File: src/rtl/pmbist_pkg.sv
// ---------------------------------------------------------------------------
// pmbist -- shared definitions for the PMBIST memory scheduler.
//   MEM_NUM        : number of memories behind the shared engine
//   MAX_PAR        : default limit on memories tested concurrently
//   sched_state_t  : scheduler FSM states
//   pick_group()   : lowest-index set bits of a pending mask, up to max_par
// ---------------------------------------------------------------------------
package pmbist;

    localparam int MEM_NUM = 4;
    localparam int MAX_PAR = 2;

    typedef enum logic [2:0] {
        S_IDLE    = 3'd0,
        S_SELECT  = 3'd1,
        S_LAUNCH  = 3'd2,
        S_RUN     = 3'd3,
        S_COLLECT = 3'd4,
        S_DONE    = 3'd5
    } sched_state_t;

    // Walks upward from bit 0 so the lowest-index memories are tested first.
    function automatic logic [MEM_NUM-1:0] pick_group(
        input logic [MEM_NUM-1:0] pending,
        input int                 max_par
    );
        logic [MEM_NUM-1:0] grp;
        int                 cnt;
        grp = '0;
        cnt = 0;
        for (int i = 0; i < MEM_NUM; i++) begin
            if (pending[i] && (cnt < max_par)) begin
                grp[i] = 1'b1;
                cnt    = cnt + 1;
            end
        end
        return grp;
    endfunction

endpackage

File: src/rtl/pmbist_sched_timer.sv
// ---------------------------------------------------------------------------
// pmbist_sched_timer -- RUN-state watchdog counter for the scheduler.
//   clk, rstn : clock, synchronous active-low reset
//   clr       : restart the count at zero (takes priority over en)
//   en        : count one cycle
//   expire    : high on the TIMEOUT_CYC-th enabled cycle since clr
// ---------------------------------------------------------------------------
module pmbist_sched_timer #(
    parameter int TIMEOUT_CYC = 4096
) (
    input  logic clk,
    input  logic rstn,
    input  logic clr,
    input  logic en,
    output logic expire
);

    localparam int CW = (TIMEOUT_CYC > 1) ? $clog2(TIMEOUT_CYC) : 1;
    localparam logic [CW-1:0] LAST = CW'(TIMEOUT_CYC - 1);

    logic [CW-1:0] cnt;

    always_ff @(posedge clk) begin
        if (!rstn) begin
            cnt <= '0;
        end else if (clr) begin
            cnt <= '0;
        end else if (en && (cnt != LAST)) begin
            cnt <= cnt + 1'b1;
        end
    end

    // Decoded from the count register; en only qualifies the RUN state.
    assign expire = en && (cnt == LAST);

endmodule

File: src/rtl/pmbist_mem_scheduler.sv
// ---------------------------------------------------------------------------
// pmbist_mem_scheduler -- sequences the shared PMBIST engine over MEM_NUM
// memories, at most MAX_PAR at a time, accumulating sticky fail results.
//
// Ports:
//   clk, rstn    : clock, synchronous active-low reset
//   start        : request a scheduled test (dropped while busy)
//   mem_mask     : memories to test, sampled on the accepted start
//   algo_done    : engine finished the march on the current group
//   fail_flags   : live per-memory compare-fail flags
//   eng_start    : one-cycle engine launch pulse
//   mem_sel      : test enable for the current group
//   fail_sticky  : accumulated per-memory fail result
//   busy         : scheduler not idle
//   done         : one-cycle end-of-schedule pulse
//   timeout_err  : sticky; a group exceeded TIMEOUT_CYC RUN cycles
//
// Build option: define PMBIST_SCHED_TIMEOUT_EN to add the RUN watchdog;
// without it RUN waits for algo_done indefinitely and timeout_err stays 0.
// ---------------------------------------------------------------------------
module pmbist_mem_scheduler
    import pmbist::*;
#(
    parameter int MEM_NUM     = pmbist::MEM_NUM,
    parameter int MAX_PAR     = pmbist::MAX_PAR,
    parameter int TIMEOUT_CYC = 4096
) (
    input  logic               clk,
    input  logic               rstn,
    input  logic               start,
    input  logic [MEM_NUM-1:0] mem_mask,
    input  logic               algo_done,
    input  logic [MEM_NUM-1:0] fail_flags,
    output logic               eng_start,
    output logic [MEM_NUM-1:0] mem_sel,
    output logic [MEM_NUM-1:0] fail_sticky,
    output logic               busy,
    output logic               done,
    output logic               timeout_err
);

    sched_state_t       state;
    logic [MEM_NUM-1:0] pending;
    logic [MEM_NUM-1:0] group;
    logic [MEM_NUM-1:0] next_group;
    logic               timeout_hit;

    assign next_group = pick_group(pending, MAX_PAR);

`ifdef PMBIST_SCHED_TIMEOUT_EN
    // Cleared in LAUNCH so the count starts fresh on every RUN entry.
    pmbist_sched_timer #(
        .TIMEOUT_CYC (TIMEOUT_CYC)
    ) u_timer (
        .clk    (clk),
        .rstn   (rstn),
        .clr    (state == S_LAUNCH),
        .en     (state == S_RUN),
        .expire (timeout_hit)
    );
`else
    assign timeout_hit = 1'b0;
`endif

    always_ff @(posedge clk) begin
        if (!rstn) begin
            state       <= S_IDLE;
            pending     <= '0;
            group       <= '0;
            eng_start   <= 1'b0;
            mem_sel     <= '0;
            fail_sticky <= '0;
            busy        <= 1'b0;
            done        <= 1'b0;
            timeout_err <= 1'b0;
        end else begin
            eng_start <= 1'b0;
            done      <= 1'b0;
            case (state)
                S_IDLE: begin
                    if (start) begin
                        pending     <= mem_mask;
                        fail_sticky <= '0;
                        timeout_err <= 1'b0;
                        busy        <= 1'b1;
                        state       <= S_SELECT;
                    end
                end
                S_SELECT: begin
                    if (pending == '0) begin
                        done  <= 1'b1;
                        state <= S_DONE;
                    end else begin
                        group     <= next_group;
                        pending   <= pending & ~next_group;
                        eng_start <= 1'b1;
                        mem_sel   <= next_group;
                        state     <= S_LAUNCH;
                    end
                end
                S_LAUNCH: begin
                    state <= S_RUN;
                end
                S_RUN: begin
                    if (algo_done) begin
                        fail_sticky <= fail_sticky | (fail_flags & group);
                        state       <= S_COLLECT;
                    end else if (timeout_hit) begin
                        // An unfinished group counts as failed in full.
                        fail_sticky <= fail_sticky | group;
                        timeout_err <= 1'b1;
                        state       <= S_COLLECT;
                    end else begin
                        fail_sticky <= fail_sticky | (fail_flags & group);
                    end
                end
                S_COLLECT: begin
                    fail_sticky <= fail_sticky | (fail_flags & group);
                    group       <= '0;
                    mem_sel     <= '0;
                    if (pending != '0) begin
                        state <= S_SELECT;
                    end else begin
                        done  <= 1'b1;
                        state <= S_DONE;
                    end
                end
                S_DONE: begin
                    busy  <= 1'b0;
                    state <= S_IDLE;
                end
                default: begin
                    state <= S_IDLE;
                end
            endcase
        end
    end

endmodule

File: config.mk
export PLATFORM = sky130hd
export DESIGN_NAME = pmbist_mem_scheduler
export DESIGN_NICKNAME = d
export VERILOG_FILES = /design/src/rtl/pmbist_pkg.sv /design/src/rtl/pmbist_sched_timer.sv /design/src/rtl/pmbist_mem_scheduler.sv
export SDC_FILE = /design/constraint.sdc
export NUM_CORES = 1
export LEC_CHECK = 0
export CORE_MARGIN = 2
export CORE_UTILIZATION = 25
export DETAILED_ROUTE_END_ITERATION = 10
export GPL_ROUTABILITY_DRIVEN = 0
export PLACE_DENSITY = 0.43
export SYNTH_ARGS = -nofsm -noshare
export SYNTH_HDL_FRONTEND = slang
export SYNTH_SLANG_ARGS = --single-unit
File: constraint.sdc
create_clock -name clk -period 3.7 [get_ports clk]
set_clock_uncertainty 0.15 [all_clocks]
set_input_delay 0.74 -clock clk [delete_from_list [all_inputs] [get_ports clk]]
set_output_delay 0.74 -clock clk [all_outputs]
set_load 0.005 [all_outputs]
### Word level (Yosys, flattened, before mapping)

Cells that the tools add are included.

| word-level totals | value |
|---|---|
| logic and storage cells | 66 |
| output and inout port bits | 12 |
| bits in registers | 18 |
| input port bits | 12 |

| cells by class | value |
|---|---|
| muxes and demuxes | 25 |
| reductions and logical operators | 17 |
| bitwise logic cells | 4 |
| equal/unequal tests | 8 |
| order comparisons | 3 |
| add/subtract/negate cells | 2 |

Operators by type and width:

| cell | number |
|---|---|
| < comparator 32 x 3 -> 1 bit (second input constant) | 3 |
| adder 32 x 2 -> 32 bit (second input constant) | 2 |
| two-way mux 32 bit | 2 |
| case mux 4 bit (2 select lines) | 3 |
| two-way mux 4 bit | 4 |
| case mux 3 bit (5 select lines) | 1 |
| two-way mux 3 bit | 4 |
| AND reduction 2 bit | 5 |
| two-way mux 1 bit | 9 |
| bitwise AND 4 bit | 2 |
| nonzero test 2 bit | 4 |
| equality test 3 x 2 -> 1 bit (second input constant) | 2 |
| equality test 3 bit (second input constant) | 2 |
| != test 2 bit (second input constant) | 3 |
| zero test 4 bit | 1 |
| inverter 4 bit | 1 |
| bitwise OR 4 bit | 1 |
| case mux 1 bit (2 select lines) | 2 |
| nonzero test 4 bit | 1 |
| equality test 3 x 1 -> 1 bit (second input constant) | 1 |
| logical AND 1 bit | 3 |
| zero test 3 bit | 1 |
| AND reduction 3 bit | 1 |
| OR reduction 2 bit | 1 |

### Depth between registers and ports, before layout

| logic depth | value |
|---|---|
| depth in word-level cells | 14 |
| depth in mapped cells | 7 |
| mapped depth without buffers | 6 |

### Worst setup path before layout

OpenSTA, ideal clock, no wires.

| timing path | value |
|---|---|
| path type | reg-to-reg |
| start | register pending[0] |
| end | register pending[2] |
| path buffers | 0 |
| required time | 3.428 ns |
| arrival | 1.430 ns |
| setup slack | 1.997 ns |
| setup time | 0.122 ns |
| clock period less this slack | 1.703 ns |
| stages on the path, launching flop included | 7 |
| cell sequence | dfxtp_1 inv_1 ha_1 nor3b_1 a2111o_1 a221oi_2 nor3_1 |

| between the ends | value |
|---|---|
| word-level cells in the longest chain between the ends | 11 |
| elaborated cells between the ends (all ways) | 15 |
| classes of those cells | add/sub: 1; order compare: 2; eq/ne: 1; mux: 5; bitwise: 2; reduce/logical: 4 |

Ends and longest elaborated chain:

| element | line | source |
|---|---|---|
| start: declaration | pmbist_mem_scheduler.sv:43 | `logic [MEM_NUM-1:0] pending;` |
| start signal: assignment | pmbist_mem_scheduler.sv:82 | `pending <= mem_mask;` |
| start signal: assignment | pmbist_mem_scheduler.sv:95 | `pending <= pending & ~next_group;` |
| two-way mux 1 bit | pmbist_pkg.sv:32 | `if (pending[i] && (cnt < max_par)) begin` |
| < comparator 32 x 3 -> 1 bit | pmbist_pkg.sv:32 |  |
| logical AND 1 bit | pmbist_pkg.sv:32 |  |
| two-way mux 32 bit | pmbist_pkg.sv:32 |  |
| < comparator 32 x 3 -> 1 bit | pmbist_pkg.sv:32 |  |
| logical AND 1 bit | pmbist_pkg.sv:32 |  |
| two-way mux 1 bit | pmbist_pkg.sv:32 |  |
| inverter 4 bit | pmbist_mem_scheduler.sv:95 |  |
| bitwise AND 4 bit | pmbist_mem_scheduler.sv:95 |  |
| two-way mux 4 bit | pmbist_mem_scheduler.sv:90 | `if (pending == '0) begin` |
| case mux 4 bit (2 select lines) | pmbist_mem_scheduler.sv:79 | `case (state)` |

Parallel ways exist; a longest one is shown, timed or not. The select of a mux whose other input is x is not followed.
A chain may end at the register's enable or synchronous reset.

==> impl_metrics.py <==
metrics = {
    "placement": {
        "place_inst": 158,
        "port_buffers": 22,
        "hpwl_um": 1468,
    },
    "global_routing": {
        "gr-total-overflow": 0,
        "antenna_found_initial": 0,
        "grt_max_degree": 17,
        "grt_pass1_wl_um": 3346,
        "track_usage_pct": 10.57,
        "grt_pass1_vias": 755,
    },
    "routing": {
        "vias": 759,
        "drt_wl_total_um": 1975,
        "routedWlPerCell_um": 12.19,
        "ant_nets": 0,
        "viasPerCell": 4.685,
        "drc": 0,
        "drtPass1Iterations": 4,
        "first_iter_violations": 12,
    },
    "layout": {
        "final_cell_mix": "clkdlybuf4s50_1 (22), dfxtp_1 (18), nor2_1 (9), nand2_1 (7)",
        "fin_cells": 162,
        "drive_gt1_share_pct": 8.621,
        "layout_commonest_cell": "clkdlybuf4s50_1",
        "nets": 132,
        "area_growth_pct": 33.09,
        "n_antenna_cell": 0,
        "fillers": 360,
    },
    "timing": {
        "worst_slew_pin_slew_ns": 0.6012,
        "rsz0062_at_grt": "false",
        "fin_crit_sh_pct": 55.98,
        "relSlewSlack_pct": 59.87,
        "fmax_mhz": 482.8,
        "setup_viol": 0,
        "finalSetupTns_ns": 0,
        "hold_violations": 0,
        "whs_ns": 0.3286,
        "maxSlewViolCount": 0,
        "period_needed_ns": 2.071,
    },
    "logic_synthesis": {
        "synthArstFlopShare_pct": 0,
        "synth_edf_count": 0,
        "yosysSeqAreaShare_pct": 41.62,
        "synth_area_um2": 865.8,
        "yosysWarningCount": 0,
        "syn_inst": 95,
        "syn_nets": 110,
        "synth_area_per_cell_um2": 9.114,
        "synth.distinct_cells": 35,
        "ys_ff_latch": 18,
        "synthFlopType": "dfxtp_1",
    },
    "worst_setup_path": {
        "slowest_stage": "clkdlybuf4s50_1",
        "cp_max_fo": 3,
        "cp_num_cells": 1,
        "reg2reg_depth": 6,
        "rrSetupSlack_ns": 1.85,
        "cp-start-kind": "flip-flop",
        "path_class": "reg -> out",
        "crit_buf_inv": 1,
        "path_cells": "clkdlybuf4s50_1",
        "cp.arrival_ns": 1.18,
        "required_ns": 2.81,
        "slowest_delay_ns": 0.51,
        "critical_path.top_delay_family": "buffers and inverters",
        "endpoint_kind": "output port",
    },
    "cts": {
        "clock_latency_ns": 0.29,
        "cts_tree": "built",
        "clk_pin_slew_ns": 0.10,
        "hold_buffers": 0,
        "numClockSinks": 18,
        "cts_resized": 0,
        "post-cts-setup-buffer-count": 0,
        "htree_levels": 1,
        "clk_path_buf_depth": 2,
        "cts-buffers-inserted": 3,
        "cts_root_buf": "clkbuf_4",
    },
    "floorplanning": {
        "die_area_um2": 3950,
        "die_h_um": 62.85,
        "die_w_um": 62.85,
        "row_count": 21,
        "initial_core_util_pct": 25.95,
        "io_pins": 24,
        "core_area_um2": 3337,
    },
    "power": {
        "ir_drop_mv": 0.1809,
        "pwr_density_cell_nw_per_um2": 485.6,
        "p_leak_nw": 0.4080,
    },
    "outcome": {
        "status": "finished clean",
    },
    "run": {
        "maxCapViolations": 0,
    },
    "worst_hold_path": {
        "worstHoldPathType": "reg -> reg",
        "whs_path_depth": 1,
    },
}
## cell type report
class                      count  area (um^2)  share of cell area (%)
multi-input combinational     66        455.4                   39.52
sequential                    18        360.3                   31.27
timing repair buffer          22        220.2                   19.11
tap                           46        57.56                   4.995
clock buffer                   4        36.28                   3.149
inverter                       6        22.52                   1.954
## sequential cells by signal, summed over array words and instances (netlist names)
signal and cells:
busy 1, done 1, eng_start 1, fail_sticky 4, group 4, pending 4, state 3
## path summary, 6_finish.rpt
kind,end,startpoint
worst max-delay path,mem_sel[3],group[3]$_SDFFE_PN0P_
worst min-delay path,fail_sticky[3]$_SDFFE_PN0P_,fail_sticky[3]$_SDFFE_PN0P_
worst max register to register,pending[2]$_SDFFE_PN0P_,pending[0]$_SDFFE_PN0P_
worst min register to register,fail_sticky[3]$_SDFFE_PN0P_,fail_sticky[3]$_SDFFE_PN0P_
## power breakdown
| part | switching [mW] | leakage (nW) | internal, mW |
|---|---|---|---|
| registers | 0.0484 | 0.146 | 0.217 |
| clock network | 0.0610 | 0.0210 | 0.0600 |
| logic | 0.0839 | 0.241 | 0.0897 |
## through the flow
stage               utilization (%)  total power, mW  area (um^2)  setup slack [ns]
global route                  34.53           0.6033         1152             1.550
detailed placement            33.45           0.4426         1116             1.309
finish                        34.53           0.5596         1152             1.629
global placement              33.45           0.4435         1116             1.341
CTS                           34.53           0.5673         1152             1.609
floorplan                         -           0.3860        865.8             1.997
## worst reg2reg max path, delay by kind of cell (launching register included)
kind / cells / cell delay, ns
AOI/OAI and AO/OA: 2 / 0.65
adders and majority gates: 1 / 0.21
buffers and inverters: 1 / 0.07
DFF: 1 / 0.43
and+or+nand+nor: 2 / 0.24
## synthesized netlist by cell type (all sizes together), types with 2 or more instances
library cell	number	share of area, %
a21oi	6	3.9
a22oi	3	2.6
a32o	4	4.6
a32oi	2	2.0
buf	5	3.2
dfxtp	18	42
ha	3	4.3
inv	5	2.2
nand2	7	3.0
nand3	4	2.3
nor2	9	3.9
nor2b	2	1.4
nor3	2	1.2
nor3b	3	3.2
nor4	2	1.4
o21ai	6	3.5
## metal layers
layer	track usage (%)	part of all wire [%]	vias to the layer above
met4	0.8333	0.71	0
met1	12.65	48	349
li1	-	-	395
met2	18.15	47	13
met3	4.685	4.5	2
met5	0	0	-
## kinds of logic (layout without fill, tap and decap cells)
kind of cell	after synthesis	count (layout)	share of synthesized area, %
other cells	1	1	0.4331
flops	18	18	41.62
xor+xnor	1	1	1.012
compound gates	28	28	24.85
buf+inv	11	32	5.779
fa+ha+maj	3	3	4.336
simple gates	33	33	21.97
(Power assumes the default switching activity.)
